`config.mk`:
```
export PLATFORM = sky130hd
export DESIGN_NAME = window_trap_ctrl
export DESIGN_NICKNAME = d
export VERILOG_FILES = /design/src/rtl/window_trap_ctrl.sv
export SDC_FILE = /design/constraint.sdc
export NUM_CORES = 1
export LEC_CHECK = 0
export CORE_MARGIN = 5
export CORE_UTILIZATION = 46
export CTS_BUF_LIST = sky130_fd_sc_hd__clkbuf_16
export DETAILED_ROUTE_END_ITERATION = 7
export PLACE_DENSITY = 0.88
export SLEW_MARGIN = 0
export SYNTH_ARGS = -nofsm -noshare
export SYNTH_HDL_FRONTEND = slang
export SYNTH_SLANG_ARGS = --single-unit
```
`constraint.sdc`:
```
create_clock -name clk -period 5.5 [get_ports clk]
set_input_delay 1.1 -clock clk [delete_from_list [all_inputs] [get_ports clk]]
set_output_delay 1.1 -clock clk [all_outputs]
set_load 0.02 [all_outputs]
```
`src/rtl/window_trap_ctrl.sv`:
```
// Register-window overflow/underflow handler: spills or fills one window through memory, then fixes up CWP and WIM.
// Build option: define WINCTRL_FILL_EN to include the memory fill sequence; otherwise underflow only moves CWP/WIM.
module window_trap_ctrl #(
    parameter int NWINDOWS = 3,
    parameter int WORDS    = 16
) (
    input  logic        clk,
    input  logic        rst,
    input  logic        windows_overflow,
    input  logic        windows_underflow,
    input  logic [4:0]  cwp,
    input  logic [31:0] save_base,
    input  logic [31:0] reg_rdata,
    input  logic        mem_ack,
    input  logic [31:0] mem_rdata,
    output logic        busy,
    output logic        cwp_wr,
    output logic [4:0]  cwp_out,
    output logic        wim_wr,
    output logic [31:0] wim_out,
    output logic [4:0]  reg_sel,
    output logic        reg_wr,
    output logic [31:0] reg_wdata,
    output logic        mem_req,
    output logic        mem_we,
    output logic [31:0] mem_addr,
    output logic [31:0] mem_wdata,
    output logic        overflow_handled,
    output logic        underflow_handled
);

    localparam int            IW       = (WORDS > 1) ? $clog2(WORDS) : 1;
    localparam logic [4:0]    W_MAX    = 5'(NWINDOWS - 1);
    localparam logic [IW-1:0] IDX_LAST = IW'(WORDS - 1);

    typedef enum logic [3:0] {
        IDLE,
        SET_CWP,
        SP_RD,
        SP_WR,
`ifdef WINCTRL_FILL_EN
        FL_RD,
        FL_WR,
`endif
        RST_CWP,
        WIM_UPD,
        DONE
    } state_t;

    state_t          state_reg;
    state_t          state_next;
    logic [IW-1:0]   idx_reg;
    logic [4:0]      orig_reg;
    logic [4:0]      w_reg;
    logic [31:0]     base_reg;
    logic [31:0]     data_reg;
    logic            fill_reg;
    logic            last_word;
    logic [31:0]     word_addr;
    logic [4:0]      wim_pos;

    function automatic logic [4:0] wrap_dec(input logic [4:0] v);
        return (v == 5'd0) ? W_MAX : v - 5'd1;
    endfunction

    function automatic logic [4:0] wrap_inc(input logic [4:0] v);
        return (v >= W_MAX) ? 5'd0 : v + 5'd1;
    endfunction

    assign last_word = (idx_reg == IDX_LAST);
    assign word_addr = base_reg + (32'(idx_reg) << 2);
    // Invalid window is one beyond the target window, in the direction of travel.
    assign wim_pos   = fill_reg ? wrap_inc(w_reg) : wrap_dec(w_reg);

`ifndef WINCTRL_FILL_EN
    logic unused_mem_rdata;
    assign unused_mem_rdata = ^mem_rdata;
`endif

    always_ff @(posedge clk or negedge rst) begin
        if (!rst) begin
            state_reg <= IDLE;
        end else begin
            state_reg <= state_next;
        end
    end

    always_comb begin
        state_next = state_reg;
        case (state_reg)
            IDLE: begin
                if (windows_overflow || windows_underflow) begin
                    state_next = SET_CWP;
                end
            end
            SET_CWP: begin
`ifdef WINCTRL_FILL_EN
                state_next = fill_reg ? FL_RD : SP_RD;
`else
                state_next = fill_reg ? RST_CWP : SP_RD;
`endif
            end
            SP_RD: state_next = SP_WR;
            SP_WR: begin
                if (mem_ack) begin
                    state_next = last_word ? RST_CWP : SP_RD;
                end
            end
`ifdef WINCTRL_FILL_EN
            FL_RD: begin
                if (mem_ack) begin
                    state_next = FL_WR;
                end
            end
            FL_WR: state_next = last_word ? RST_CWP : FL_RD;
`endif
            RST_CWP: state_next = WIM_UPD;
            WIM_UPD: state_next = DONE;
            DONE:    state_next = IDLE;
            default: state_next = IDLE;
        endcase
    end

    always_comb begin
        busy              = (state_reg != IDLE);
        cwp_wr            = 1'b0;
        cwp_out           = 5'd0;
        wim_wr            = 1'b0;
        reg_sel           = 5'd0;
        reg_wr            = 1'b0;
        reg_wdata         = 32'd0;
        mem_req           = 1'b0;
        mem_we            = 1'b0;
        mem_addr          = 32'd0;
        mem_wdata         = 32'd0;
        overflow_handled  = 1'b0;
        underflow_handled = 1'b0;
        case (state_reg)
            SET_CWP: begin
                cwp_wr  = 1'b1;
                cwp_out = w_reg;
            end
            SP_RD: reg_sel = 5'd16 + 5'(idx_reg);
            SP_WR: begin
                mem_req   = 1'b1;
                mem_we    = 1'b1;
                mem_addr  = word_addr;
                mem_wdata = data_reg;
            end
`ifdef WINCTRL_FILL_EN
            FL_RD: begin
                mem_req  = 1'b1;
                mem_addr = word_addr;
            end
            FL_WR: begin
                reg_wr    = 1'b1;
                reg_sel   = 5'd16 + 5'(idx_reg);
                reg_wdata = data_reg;
            end
`endif
            RST_CWP: begin
                cwp_wr  = 1'b1;
                cwp_out = orig_reg;
            end
            WIM_UPD: wim_wr = 1'b1;
            DONE: begin
                overflow_handled  = ~fill_reg;
                underflow_handled = fill_reg;
            end
            default: ;
        endcase
    end

    genvar gi;
    generate
        for (gi = 0; gi < 32; gi++) begin : g_wim
            if (gi < NWINDOWS) begin : g_impl
                assign wim_out[gi] = wim_wr && (wim_pos == 5'(gi));
            end else begin : g_unimpl
                assign wim_out[gi] = 1'b0;
            end
        end
    endgenerate

    always_ff @(posedge clk or negedge rst) begin
        if (!rst) begin
            idx_reg  <= '0;
            orig_reg <= 5'd0;
            w_reg    <= 5'd0;
            base_reg <= 32'd0;
            data_reg <= 32'd0;
            fill_reg <= 1'b0;
        end else begin
            case (state_reg)
                IDLE: begin
                    if (windows_overflow || windows_underflow) begin
                        orig_reg <= cwp;
                        base_reg <= save_base;
                        idx_reg  <= '0;
                        fill_reg <= ~windows_overflow;
                        w_reg    <= windows_overflow ? wrap_dec(cwp) : wrap_inc(cwp);
                    end
                end
                SP_RD: data_reg <= reg_rdata;
                SP_WR: begin
                    if (mem_ack && !last_word) begin
                        idx_reg <= idx_reg + IW'(1);
                    end
                end
`ifdef WINCTRL_FILL_EN
                FL_RD: begin
                    if (mem_ack) begin
                        data_reg <= mem_rdata;
                    end
                end
                FL_WR: begin
                    if (!last_word) begin
                        idx_reg <= idx_reg + IW'(1);
                    end
                end
`endif
                default: ;
            endcase
        end
    end

endmodule

```
; Yosys cells after proc, flatten, opt, wreduce, memory -nomap -nowiden
; Index checks and enable logic that the tools add are counted.
[word_totals]
reg_bits = 83
latch_bits = 0
ramBits = 0
rom_bits = 0
input_bits = 106
out_inout_bits = 146
elab_cells = 69
mem_count = 0
[op_classes]
addsub = 7
mul = 0
div = 0
order_cmp = 2
n_eq_ne = 12
shift = 0
mux = 23
n_bitwise = 2
reduce_logical = 16
[ops]
columns = cell, n
row1 = 32-bit two-way mux, 2
row2 = 5-bit two-way mux, 7
row3 = 32-bit by 6-bit adder with 32-bit output, 1
row4 = 4-bit one-hot mux with 6 select lines, 1
row5 = 4-bit two-way mux, 4
row6 = 5-bit logical NOT, 3
row7 = 4-bit by 3-bit == test with 1-bit output (second input constant), 3
row8 = 5-bit by 1-bit adder with 5-bit output (second input constant), 2
row9 = 5-bit by 2-bit >= comparator with 1-bit output (second input constant), 2
row10 = 5-bit one-hot mux with 2 select lines, 1
row11 = 5-bit by 1-bit subtractor with 5-bit output (second input constant), 2
row12 = 4-bit by 2-bit == test with 1-bit output (second input constant), 2
row13 = 4-bit one-hot mux with 2 select lines, 1
row14 = 3-bit two-way mux, 2
row15 = 2-bit inequality test (second input constant), 3
row16 = 5-bit by 4-bit adder with 5-bit output (first input constant), 1
row17 = 5-bit by 1-bit == test with 1-bit output (second input constant), 1
row18 = 5-bit by 2-bit == test with 1-bit output (second input constant), 1
row19 = 1-bit two-way mux, 5
row20 = 4-bit by 1-bit adder with 4-bit output (second input constant), 1
row21 = 4-bit by 1-bit == test with 1-bit output (second input constant), 1
row22 = 4-bit == test (second input constant), 1
row23 = 1-bit logical AND, 4
row24 = 4-bit logical NOT, 1
row25 = 8 further kinds, 10

; Longest topological paths before layout
; Gate-level depths: netlist of the first run.
[logic_depth]
word_depth = 5
ltp_mapped = 7
depth_no_buf = 6

; Least setup slack after synthesis of the first run
; Ideal clock, no wire load.
[synth_path]
path_type = register to output
start = register idx_reg[0]
end = output port mem_addr[28]
arrival_ns = 2.193
required_time_ns = 4.400
path_slack_ns = 2.207
path_stages_with_launch = 7
n_path_buf = 0
cell_sequence = dfrtp_1 > ha_1 > fa_1 > a211oi_2 > or4b_2 > nor3_2 > mux2i_1
[synth_between]
elab_chain_cells = 2
[synth_rtl]
columns = element, line
row1 = from (decl), 52  ; logic [IW-1:0] idx_reg;
row2 = from (signal assigned), 207  ; idx_reg <= idx_reg + IW'(1);
row3 = 32-bit by 6-bit adder with 32-bit output, 71  ; assign word_addr = base_reg + (32'(idx_reg) << 2);
row4 = 32-bit two-way mux, 138  ; case (state_reg)
row5 = to (decl), 26  ; output logic [31:0] mem_addr,
; Every way passes these cells.

; Worst setup path after layout of the first run
[layout_path]
start = register idx_reg[0]
end = output port mem_addr[22]
; The elaborated chain is that of the path after synthesis.

==> results of run 1 <==
critical path, stage by stage (launching register included):
cell,delay (ns)
dfrtp_1,0.45
ha_1,0.26
fa_1,0.46
a211oi_2,0.42
or2_1,0.41
o31ai_1,0.14
a21oi_1,0.21
clkdlybuf4s50_1,0.64
power groups by stage:
stage / Sequential, mW / Clock [mW] / Combinational, mW
3_3_place_gp: 1.19 / 0 / 1.71
4_1_cts: 1.21 / 0.601 / 1.79
2_1_floorplan: 1.09 / 0 / 1.32
5_1_grt: 1.26 / 0.629 / 1.94
6_report: 1.21 / 0.584 / 1.78
3_5_place_dp: 1.21 / 0 / 1.78
cell type report:
type | count | area (um^2) | share of cell area
clock buffers | 9 | 225 | 0.0317
clock inverters | 7 | 61.3 | 0.00862
inverters | 17 | 63.8 | 0.00897
multi-input cells | 419 | 2920 | 0.411
flip-flops and latches | 82 | 2050 | 0.288
well taps | 143 | 179 | 0.0251
repair buffers | 161 | 1610 | 0.226
kinds of logic after synthesis:
group                      synth area share
AOI/OAI and AO/OA                    0.0974
xor gates and xnor gates             0.0113
adders and majority gates            0.0336
buffers and inverters                 0.127
DFF                                   0.377
muxes                                 0.158
other                              0.000690
and+or+nand+nor                       0.195
cells in the final DEF (no fill, tap or decap), types with 5 or more instances in the layout:
cell type / count
nor2_1: 21
a22oi_1: 7
or4_1: 11
o31ai_1: 10
or2_2: 7
ha_1: 13
mux2i_1: 8
dfrtp_1: 82
mux2_2: 61
nor3_1: 8
nand4_1: 6
and3_1: 46
clkbuf_16: 9
o21ai_0: 17
clkdlybuf4s50_1: 156
mux2_4: 6
inv_1: 17
and2_1: 5
nand2_1: 26
a21oi_1: 26
nand3_1: 13
conb_1: 62
how the worst max path moves through the flow:
stage               depth (start not counted)            to         start  slack [ns]
floorplan                                   6  mem_addr[28]    idx_reg[0]        2.21
global placement                            7  mem_addr[22]    idx_reg[0]        1.41
detailed placement                          7  mem_addr[22]    idx_reg[0]        1.42
CTS                                         7  mem_addr[22]    idx_reg[0]        1.05
global route                                5  mem_addr[25]  state_reg[1]        0.87
finish                                      7  mem_addr[22]    idx_reg[0]        1.08
per-stage QoR:
step            util  cells  worst slack (ns)
3_3_place_gp   0.593    822              1.41
2_1_floorplan      -    613              2.21
6_report       0.618    838              1.08
5_1_grt        0.618    838             0.874
4_1_cts        0.618    838              1.05
3_5_place_dp   0.593    822              1.42
routing by layer:
metal | track usage | wire, um | vias to the layer above
li1 | - | - | 2131
met1 | 0.238 | 5780 | 2212
met2 | 0.354 | 7110 | 270
met3 | 0.0869 | 1760 | 31
met4 | 0.0710 | 269 | 0
met5 | 0 | 0 | -
Yosys cell counts (11+ instances only):
cell type	number	area [um^2]
clkbuf_1	15	56.3
mux2_2	61	687
or4_1	11	82.6
nand3_1	13	65.1
o21ai_0	17	85.1
nand2_1	26	97.6
and3_1	46	288
ha_1	13	163
dfrtp_1	82	2050
inv_1	16	60.1
nor2_1	21	78.8
buf_2	12	60.1
a21oi_1	26	130
buf_4	64	480
==> metrics, run 1 <==
status=completed; worst slew pin tran=1.06 ns; Reg power frac=0.339; Max FO, Critical Path=13; Root Buffer=clkbuf_16; Hold Slack=between 0.4 and 0.5 ns; Comb power frac=0.497; layout cell share with drive strength beyond 1=0.147; top_reg_cell synth=dfrtp_1; worst r2r dst=base_reg[9]; Worst VDD drop=about 260 uV; post-DP HPWL=between 10000 and 15000 um; synth unique cells=a little over 60; Psw=1.45 mW; Site Rows=39; DIE AREA=around 0.014 mm^2; total power draw=~3.6 mW; first-pass GRT wire length=24300 um; antenna-violating nets left=0; reg2reg setup slack=about 2.9 ns; clk sinks=between 80 and 90; CTS tree=done; GPL Wtd Cong=between 0.8 and 0.9; Worst Reg-to-Reg Cells=4; Worst-path clk slew=about 0.060 ns; Post-CTS Hold Buffers=0; worst hold path depth=1; GRT Total Usage=0.209; Critical R2R Launch=state_reg[1]; Gate Count Post-Synth=552; Fmax=about 0.23 GHz; Clk pwr share=0.163; Clock H-tree levels=3; initial antenna violation count=0; switching share of total power=0.406; Final Max Tran Viols=0; cell area after synthesis=0.00544 mm^2; # fillers=a little over 900; Hold Path Class=flop to flop; RSZ-0062 raised after global routing=false; Setup violations, final=0; Worst slew margin=0.292; Antenna Cells=0; Crit. End Element=output pin; DR vias=roughly 4600; Post-route DRC=0; Detailed Route WL=14900 um; Pre-antenna DRT Iters=5; Setup Fix Bufs, Post-CTS=0; Setup TNS=0 ns; Setup Crit Path Kind=flop to output pin; part of the Yosys area used for sequential elements=0.377; Port-buffer cells=roughly 160; LEAKAGE=around 3.0 nW; syn avg cell area=approximately 9.8 um^2; fin area=0.00712 mm^2; I/O pin total=252; Synth async-reset ratio=1.00; internal power=~2.1 mW; vias in the first global route=about 4800; P per Cell Area=a little over 500 mW/mm^2; Hold Path End=data_reg[31]; min Tclk post-route=about 4.4 ns; Nets=between 800 and 900; Core Area=between 0.01 and 0.015 mm^2; Chip Height=~120 um; total CTS buffers=9; Post-synth EDFFs=0; Fin. Hold Viols=0; WL/cell=17.8 um; clock skew after layout=0.00598 ns; placed cell area=0.00683 mm^2; Vias/cell=5.54; critical path arrival=around 3.3 ns; Starting Density=0.472; post_cts resized=0; Clock Latency Late Sink=0.33 ns; Hold Path Origin=data_reg[31]; 1st-iter DRT viols=between 400 and 500; Clock Path Buffers=2; max_cap viols=0; Ys Warns=0; Die Width=119 um; Yosys reg bits=82; CP Data Required Time=between 4 and 5 ns; Startpoint Class=flop; Area Overhead vs Synth=30.9%; GR Overflow Total=0; final critical-path share of the clock period=0.803; maximum number of pins on one net before global-route repair=83
No activity file was read; power rests on OpenSTA's default activity.
==> run 2: changes to the inputs <==
--- a/config.mk
+++ b/config.mk
@@ -6,10 +6,10 @@
 export NUM_CORES = 1
 export LEC_CHECK = 0
 export CORE_MARGIN = 5
-export CORE_UTILIZATION = 46
+export CORE_UTILIZATION = 38
 export CTS_BUF_LIST = sky130_fd_sc_hd__clkbuf_16
 export DETAILED_ROUTE_END_ITERATION = 7
-export PLACE_DENSITY = 0.88
+export PLACE_DENSITY = 0.78
 export SLEW_MARGIN = 0
 export SYNTH_ARGS = -nofsm -noshare
 export SYNTH_HDL_FRONTEND = slang
==> constraint.sdc (replaced) <==
create_clock -name clk -period 3.8 [get_ports clk]
set_input_delay 0.76 -clock clk [delete_from_list [all_inputs] [get_ports clk]]
set_output_delay 0.76 -clock clk [all_outputs]
set_load 0.02 [all_outputs]
==> run 2 against run 1 <==
  * Final cell count is 6.0% higher
  * Die area is 19% higher
  * Worst setup slack worse by 0.94 ns
  * Largest power group unchanged
==> metrics, run 2 (synthesis gave the netlist of run 1 again) <==
highest-count cells in the layout ignoring fill and taps=clkdlybuf4s50_1, dfrtp_1, conb_1; Worst slew margin=0.357 (+0.0650); Fin. Hold Viols=0 (unchanged); Comb power frac=0.501 (+0.004); total CTS buffers=9 (unchanged); clk sinks=82 (unchanged); worst slew pin tran=0.960 ns (-0.102 ns); # fillers=1248 (+36%); Antenna Cells=0 (unchanged); first-pass GRT wire length=22800 um (-5.9%); GRT met3 Usage=0.0812 (-0.00571); GR Overflow Total=0 (unchanged); Pre-antenna DRT Iters=4 (-1); post-DP HPWL=10700 um (-2.7%); min Tclk post-route=around 3.7 ns; Hold Path Class=primary input to asynchronous set/reset pin; reg2reg setup slack=1.32 ns (-1.54 ns); most common cell after layout, fill and taps aside=clkdlybuf4s50_1; vias in the first global route=4467 (-6.3%); internal power=3.18 mW (+50%); Detailed Route WL=14600 um (-2.1%); antenna-violating nets left=0 (unchanged); Clk pwr share=0.178 (+0.015); DR vias=4569 (-1.6%); global routing met1 resource utilization=0.207 (-0.0312); grt met2 use=0.263 (-0.0912); total power draw=5.28 mW (+48%); Reg power frac=0.321 (-0.018); Die Width=130 um (+9.2%); Core Area=0.0139 mm^2 (+21%); Setup Crit Path Kind=flop to output pin; WL/cell=16.5 um (-7.6%); Hold Slack=0.389 ns (-0.110 ns); Area Overhead vs Synth=34.6%; Setup violations, final=0 (unchanged); Nets=823 (+1.6%); Vias/cell=5.15 (-7.2%); Port-buffer cells=157 (unchanged); Worst-path clk slew=0.07 ns (about the same); status=completed; multi-input logic area=0.00295 mm^2 (+0.81%); layout cell share with drive strength beyond 1=0.169 (+0.0227); Clock H-tree levels=3 (unchanged); switching share of total power=0.398 (-0.00789); GPL Wtd Cong=0.797 (-7.3%); Clock Latency Late Sink=0.34 ns (about the same); CP Data Required Time=3.04 ns (-1.36 ns); Fmax=0.273 GHz; Psw=2.10 mW (+45%); CTS tree=done; clock skew after layout=0.00840 ns (+0.00242 ns); GRT Total Usage=0.170 (-0.0385); Final Util=0.525 (-0.0927); 1st-iter DRT viols=219 (-48%); LEAKAGE=3.26 nW (+7.1%); critical path arrival=2.90 ns (-0.42 ns); Setup TNS=0 ns (unchanged); Final Max Tran Viols=0 (unchanged); Worst VDD drop=348 uV (+36%); Chip Height=130 um (+9.2%); DIE AREA=0.0168 mm^2 (+19%); Post-CTS Hold Buffers=0 (unchanged); fin area=0.00732 mm^2 (+2.8%); worst r2r dst=base_reg[15]; Starting Density=0.390 (-0.0819); Max FO, Critical Path=21 (+8); Worst Reg-to-Reg Cells=5 (+1); Crit. End Element=output pin; busiest grt layer=met2; placed cell area=0.00696 mm^2 (+1.9%); storage element area=0.00205 mm^2 (unchanged); initial antenna violation count=0 (unchanged); Startpoint Class=flop; Root Buffer=clkbuf_16; max_cap viols=0 (unchanged); Post-route DRC=0 (unchanged); Critical R2R Launch=state_reg[1]; Clock Path Buffers=2 (unchanged); P per Cell Area=721 mW/mm^2 (+44%); Site Rows=43 (+10%); maximum number of pins on one net before global-route repair=47 (-43%); final critical-path share of the clock period=0.963; I/O pin total=252 (unchanged)
==> run 2: cell types whose count changed in the layout (fill, tap and decap cells not counted), moves of 2 or more <==
| cell | previous run | this run |
|---|---|---|
| buf_4 | 4 | 18 |
| clkdlybuf4s50_1 | 156 | 148 |
| dlymetal6s2s_1 | 0 | 7 |
| nor4_1 | 4 | 2 |
| nor4_2 | 0 | 2 |
==> run 2: timing repair <==
| item | in CTS | in global routing |
|---|---|---|
| endpoints found under the setup margin | 8 | 10 |
| buffers inserted | 0 | 0 |
| resized for setup | 3 | 10 |
==> run 2: how the worst max path moves through the flow <==
stage                           start      endpoint  slack, ns  cells past startpoint
after floorplan            idx_reg[0]  mem_addr[28]       0.85                      6
after global placement     idx_reg[0]  mem_addr[14]       0.24                      7
after detailed placement   idx_reg[0]  mem_addr[14]       0.23                      7
after CTS                  idx_reg[0]  mem_addr[26]       0.03                      8
after global routing      base_reg[9]  mem_addr[29]      -0.03                      5
final                      idx_reg[1]  mem_addr[21]       0.14                      8
==> run 2: per-layer routing <==
metal / vias to the layer above / share of wire
met3: 23 / 0.13
met2: 206 / 0.45
met4: 0 / 0.019
met5: - / 0
li1: 2172 / -
met1: 2168 / 0.41
==> run 2: worst max-delay path: stages, from the launching register on <==
cell,delay [ns]
dfrtp_1,0.40
buf_4,0.17
ha_1,0.28
a21o_1,0.14
a2bb2oi_1,0.07
buf_4,0.20
or4_1,0.48
a21oi_1,0.19
clkdlybuf4s50_1,0.63
==> run 2: layout make-up <==
class	instances	share of cell area
clock inverters	7	0.0127
inverters	17	0.00872
flip-flops and latches	82	0.280
clock buffers	9	0.0308
multi-input cells	419	0.403
repair buffers	174	0.234
well taps	180	0.0308
==> run 2: power by group through the flow <==
stage	clock network [mW]	registers, mW	logic, mW
finish	0.939	1.70	2.64
global route	1.01	1.77	2.87
CTS	0.968	1.69	2.66
detailed placement	0	1.70	2.64
global placement	0	1.69	2.59
floorplan	0	1.57	1.91
==> run 2: metrics by stage <==
stage               setup slack, ns  cells
floorplan                     0.847    613
global placement              0.236    872
detailed placement            0.233    872
CTS                          0.0295    888
global route                -0.0286    888
finish                        0.140    888
==> run 3: changes to the inputs <==
--- a/config.mk
+++ b/config.mk
@@ -8,6 +8,7 @@
 export CORE_MARGIN = 5
 export CORE_UTILIZATION = 38
 export CTS_BUF_LIST = sky130_fd_sc_hd__clkbuf_16
+export CTS_CLUSTER_DIAMETER = 40
 export DETAILED_ROUTE_END_ITERATION = 7
 export PLACE_DENSITY = 0.78
 export SLEW_MARGIN = 0
==> results of run 3 <==
No change in the layout: final DEF, timing and power equal those of run 2.
==> RTL edit 1: new RTL, settings of run 3 <==
Add a define of `WINCTRL_FILL_EN`.
--- a/src/rtl/window_trap_ctrl.sv
+++ b/src/rtl/window_trap_ctrl.sv
@@ -1,5 +1,7 @@
 // Register-window overflow/underflow handler: spills or fills one window through memory, then fixes up CWP and WIM.
 // Build option: define WINCTRL_FILL_EN to include the memory fill sequence; otherwise underflow only moves CWP/WIM.
+`define WINCTRL_FILL_EN
+
 module window_trap_ctrl #(
     parameter int NWINDOWS = 3,
     parameter int WORDS    = 16
Formal check against the unedited RTL: not equivalent (Yosys sat finds a counterexample within 4 cycles, from zero or initial values and one cycle with rst low).
==> RTL edit 1 against run 3 <==
- highest routed layer unchanged
- total power rose by 7.9%
- sequential cell count up 1
- sequential power grew 4%
- worst setup slack improved by 0.024 ns
- first-iteration DRC count shrank 30%
- largest cell class unchanged
- global-route usage is 1.6 points higher
- synthesized area is 5.8% higher
- worst hold slack improved by 0.0028 ns
- cell count is 23% higher
- wire length grew 17%
- critical path type unchanged
- design area is 13% higher
==> RTL edit 1: results (changes against run 3) <==
finish:
  layout-drive-gt1-share: 0.0541  # was 0.169
  diodes: 0  # unchanged
  fill_cells: 1363  # was 1248
  nNetsFinal: 1020  # was 823
synth:
  synth_area_leaders: "dfrtp_1, nand2_1, and2_1, mux2i_1, buf_4"  # was dfrtp_1, mux2_2, buf_4, and3_1, ha_1
  yosysWarningCount: 0  # unchanged
  async_flop_share: 1.00  # unchanged
  yosysSeqAreaShare: 0.361  # was 0.377
  synth_cell_types: 63  # was 61
  synth_common_cells: "nand2_1, dfrtp_1, and2_1"  # was dfrtp_1, buf_4, mux2_2
cts:
  clkTransAtPathRegs_ns: 0.06
  h-tree-depth: 3  # unchanged
  cts_made_buffers: 9  # unchanged
  cts.path.max_buffers: 2  # unchanged
  clock_latency_ns: 0.34  # about the same
  cts-root-buf: "clkbuf_16"  # unchanged
timing:
  fin_skew_ns: 0.00641  # was 0.00840 ns
  slew_headroom: 0.345  # was 0.357
placed_design:
  finalWeightedCongestion: 0.846  # was 0.797
  pre_cts_ws_ns: 0.275  # was 0.233 ns
  dp.final_hpwl_mm: 13.1  # was 10.7 mm
  io_buffer_count: 222  # was 157
global_routing:
  grt_pass1_wl_mm: 26.6  # was 22.8 mm
  grt_usage: 0.186  # was 0.170
  grt_pass1_vias: 5297  # was 4467
  antenna_found_initial: 0  # unchanged
  grt_max_degree: 65  # was 47
critical_path:
  cp_max_fo: 18  # was 21
  slowest_stage: "clkdlybuf4s50_1"  # unchanged
  cp_slowest_stage_delay_ns: 0.60  # was 0.63 ns
  arrival_ns: 2.88  # was 2.90 ns
detailed_routing:
  drt_iter0_markers: 154  # was 219
  avgViaCountPerCell: 4.98  # was 5.15
  avgRoutedWirePerCell_microns: 15.6  # was 16.5 microns
  dr.pass1.iters: 4  # unchanged
pwr:
  vdd_ir_drop_max_mv: 0.261  # was 0.348 mV
  leakagePower_nw: 3.56  # was 3.26 nW
hold_path:
  hold_class: "in -> async"  # unchanged
outcome:
  outcome: "completed"  # unchanged
-- RTL edit 1: changes by cell type after synthesis, sizes merged, moves of 7 or more --
cell	run 3	this run
nand2b	4	11
and2	5	74
mux2i	8	39
and3	46	4
o21ai	18	54
buf	80	56
mux2	67	0
nand2	26	159
-- RTL edit 1: kinds of logic (layout without fill, tap and decap cells) --
logic type | after synthesis | in the layout | share of synthesized area
AOI/OAI and AO/OA | 119 | 119 | 0.127
xor gates and xnor gates | 6 | 6 | 0.00914
adders and majority gates | 13 | 13 | 0.0296
buffers and inverters | 90 | 269 | 0.0905
DFF | 83 | 83 | 0.361
muxes | 39 | 39 | 0.0679
other | 1 | 29 | 0.000652
and+or+nand+nor | 348 | 348 | 0.314
-- RTL edit 1: final cells by class --
type / count / area (sq um) / area share
tap: 188 / 235 / 0.0284
clock buffer: 9 / 225 / 0.0272
timing repair buffer: 236 / 2330 / 0.282
inverter: 17 / 63.8 / 0.00771
clock inverter: 7 / 37.5 / 0.00454
sequential: 83 / 2080 / 0.251
multi-input combinational: 554 / 3310 / 0.399
-- RTL edit 1: worst max-delay path: cells and delay by family, from the launching register on --
kind / cells / cell delay [ns]
adders and majority gates: 2 / 0.70
buffers and inverters: 2 / 0.78
and+or+nand+nor: 3 / 0.31
DFF: 1 / 0.44
AOI/OAI and AO/OA: 1 / 0.31
-- RTL edit 1: metrics by stage --
step	hold WS, ns	std cells	util	area, sq um	TNS (ns)
after floorplan	0.437	727	-	5850	0
final	0.392	1094	0.550	8280	0
after detailed placement	0.464	1077	0.530	7970	0
after global placement	0.451	1077	0.530	7970	0
after global routing	0.425	1094	0.550	8280	-0.0187
after CTS	0.409	1093	0.548	8240	0
-- RTL edit 1: per-layer routing --
metal / vias to the layer above / part of all wire / track usage
met3: 23 / 0.089 / 0.0646
met2: 186 / 0.48 / 0.320
li1: 2724 / - / -
met4: 0 / 0.024 / 0.0670
met5: - / 0 / 0
met1: 2512 / 0.40 / 0.213
-- RTL edit 1: where the power goes --
group          internal, mW  leakage [nW]  total (mW)  switching (mW)
clock                 0.435         0.135       0.795           0.360
combinational          1.37          2.39        3.14            1.76
sequential             1.31          1.03        1.76           0.453
-- RTL edit 1: repair_timing --
item | 4_1_cts | 5_1_grt
setup buffers | 0 | 1
resized for setup | 8 | 7
setup endpoints to repair | 10 | 9
pin swaps | 0 | 1
-- RTL edit 1: path summary, 6_finish.rpt --
check                      slack, ns  depth (start not counted)            to         start
max in group asynchronous       2.67                          2  data_reg[30]           rst
min in group clk                0.48                          2   orig_reg[4]   orig_reg[4]
max reg2reg                     1.59                          7   base_reg[3]  state_reg[3]
min                             0.39                          1   base_reg[1]           rst
max                             0.16                          8   mem_addr[6]    idx_reg[0]
min reg2reg                     0.48                          2   orig_reg[4]   orig_reg[4]
==> RTL edit 2: new RTL, config.mk and constraints of run 3 <==
Made on the original files. Register the output `overflow_handled`, without a reset; this adds one clock of latency there. The other outputs are not delayed to match.
--- a/src/rtl/window_trap_ctrl.sv
+++ b/src/rtl/window_trap_ctrl.sv
@@ -47,6 +47,8 @@
         DONE
     } state_t;
 
+    logic overflow_handled_d;
+
     state_t          state_reg;
     state_t          state_next;
     logic [IW-1:0]   idx_reg;
@@ -133,7 +135,7 @@
         mem_we            = 1'b0;
         mem_addr          = 32'd0;
         mem_wdata         = 32'd0;
-        overflow_handled  = 1'b0;
+        overflow_handled_d = 1'b0;
         underflow_handled = 1'b0;
         case (state_reg)
             SET_CWP: begin
@@ -164,7 +166,7 @@
             end
             WIM_UPD: wim_wr = 1'b1;
             DONE: begin
-                overflow_handled  = ~fill_reg;
+                overflow_handled_d = ~fill_reg;
                 underflow_handled = fill_reg;
             end
             default: ;
@@ -224,5 +226,9 @@
         end
     end
 
+    always_ff @(posedge clk) begin
+        overflow_handled <= overflow_handled_d;
+    end
+
 endmodule
 
Behaviour: same outputs for any inputs over 10 cycles, from zero or initial values and one cycle with rst low; that may be too few to reach the edited logic, so the function may still have changed.
==> RTL edit 2 against run 3 <==
- clock power is 2.4% lower
- worst setup slack worse by 0.022 ns
- design area is 0.34% higher
- die area is 0.34% higher
- total power is 0.42% higher
- synthesized area is 0.37% higher
- sequential cell count is 1 higher
- first-iteration DRC count is 13% lower
- wire length is 0.94% higher
- clock skew is 0.0031 ns lower
- largest cell class unchanged
==> RTL edit 2: results (changes against run 3) <==
synth:
  yosysWarningCount: 0  # unchanged
  yosysSeqAreaShare: 0.380  # was 0.377
  synth_common_cells: "dfrtp_1, buf_4, mux2_2"  # unchanged
  synth_area_leaders: "dfrtp_1, mux2_2, buf_4, and3_1, ha_1"  # unchanged
  avgSynthCellArea_sq_um: 9.87  # was 9.85 sq um
  async_flop_share: 0.988  # was 1.00
  synth_cell_types: 62  # was 61
pwr:
  internal-power_mw: 3.21  # was 3.18 mW
  vdd_ir_drop_max_mv: 0.380  # was 0.348 mV
  leakagePower_nw: 3.24  # was 3.26 nW
finish:
  fill_cells: 1286  # was 1248
  area_delta_synth_final_pct: 34.6  # about the same
  diodes: 0  # unchanged
  nNetsFinal: 827  # was 823
  layout-drive-gt1-share: 0.167  # was 0.169
cts:
  h-tree-depth: 3  # unchanged
  clkTransAtPathRegs_ns: 0.06
  clock_latency_ns: 0.34  # about the same
  cts-root-buf: "clkbuf_16"  # unchanged
  cts_made_buffers: 9  # unchanged
  cts.path.max_buffers: 2  # unchanged
detailed_routing:
  drt_iter0_markers: 190  # was 219
  dr.pass1.iters: 5  # was 4
  avgViaCountPerCell: 5.12  # was 5.15
  avgRoutedWirePerCell_microns: 16.5  # about the same
  vias: 4569  # unchanged
global_routing:
  antenna_found_initial: 0  # unchanged
  grt_usage: 0.173  # was 0.170
  grt_pass1_vias: 4537  # was 4467
  grt_pass1_wl_mm: 22.9  # was 22.8 mm
  grt_max_degree: 66  # was 47
critical_path:
  cp_max_fo: 4  # was 21
  arrival_ns: 2.92  # was 2.90 ns
timing:
  worstMarginPinSlew_ns: 0.866  # was 0.960 ns
  fin_skew_ns: 0.00534  # was 0.00840 ns
placed_design:
  dp_cells: 875  # was 872
  finalWeightedCongestion: 0.828  # was 0.797
  io_buffer_count: 157  # unchanged
  dp.final_hpwl_mm: 11.1  # was 10.7 mm
hold_path:
  hold_class: "reg -> reg"  # was in -> async
outcome:
  outcome: "completed"  # unchanged
## RTL edit 2: critical path: stages (launching register included)
cell and delay (ns):
dfrtp_1 0.35, ha_1 0.18, fa_1 0.30, a211oi_4 0.11, or4b_2 0.74, o311ai_1 0.27
nand2_1 0.10, clkdlybuf4s50_1 0.55
## RTL edit 2: worst paths after layout
check                             start           end  slack (ns)  cells after the start
setup / recovery             idx_reg[0]  mem_addr[24]        0.12                      7
hold / removal              data_reg[3]   data_reg[3]        0.50                      1
setup reg to reg           state_reg[2]  data_reg[23]        1.53                      5
hold reg to reg             data_reg[3]   data_reg[3]        0.50                      1
max in group asynchronous           rst   orig_reg[4]        2.58                      2
min in group asynchronous           rst   data_reg[9]        0.55                      1
## RTL edit 2: through the flow
stage	total power [mW]	utilization	instance area [sq um]	setup WS (ns)	hold WS, ns
2_1_floorplan	3.49	-	5690	0.847	0.464
3_3_place_gp	4.32	0.501	7010	0.257	0.482
3_5_place_dp	4.40	0.501	7010	0.288	0.489
4_1_cts	5.35	0.524	7330	0.0825	0.503
5_1_grt	5.67	0.525	7340	0.00189	0.515
6_report	5.30	0.525	7340	0.117	0.500
## RTL edit 2: cell type report
type / instances / share of cell area
Inverter: 17 / 0.00869
Sequential cell: 83 / 0.282
Tap cell: 180 / 0.0307
Clock buffer: 9 / 0.0307
Multi-Input combinational cell: 419 / 0.399
Timing Repair Buffer: 177 / 0.237
Clock inverter: 7 / 0.0116
## RTL edit 2: timing repair
item / in CTS / in global routing
resized for setup: 4 / 4
endpoints found under the setup margin: 9 / 5
hold buffers: 0 / 0
pin swaps: 0 / 1
buffers inserted: 0 / 1
## RTL edit 2: cell families (layout without fill, tap and decap cells)
kind of cell,after synthesis,after routing,share of synthesized area
xor gates and xnor gates,7,7,0.0112
DFF,83,83,0.380
adders and majority gates,14,14,0.0335
AOI/OAI and AO/OA,84,84,0.0970
and+or+nand+nor,177,177,0.194
other,1,62,0.000687
buffers and inverters,112,210,0.127
muxes,75,75,0.157
## RTL edit 2: per-layer routing
metal | up-vias | part of all wire | track usage
li1 | 2177 | - | -
met1 | 2175 | 0.39 | 0.196
met2 | 195 | 0.46 | 0.283
met3 | 22 | 0.13 | 0.0868
met4 | 0 | 0.018 | 0.0605
met5 | - | 0 | 0
## RTL edit 2: power by group through the flow
stage          sequential, mW  clock, mW  combinational (mW)
4_1_cts                  1.73      0.944                2.67
3_5_place_dp             1.74          0                2.65
6_report                 1.73      0.916                2.65
2_1_floorplan            1.59          0                1.90
3_3_place_gp             1.72          0                2.61
5_1_grt                  1.80      0.979                2.90
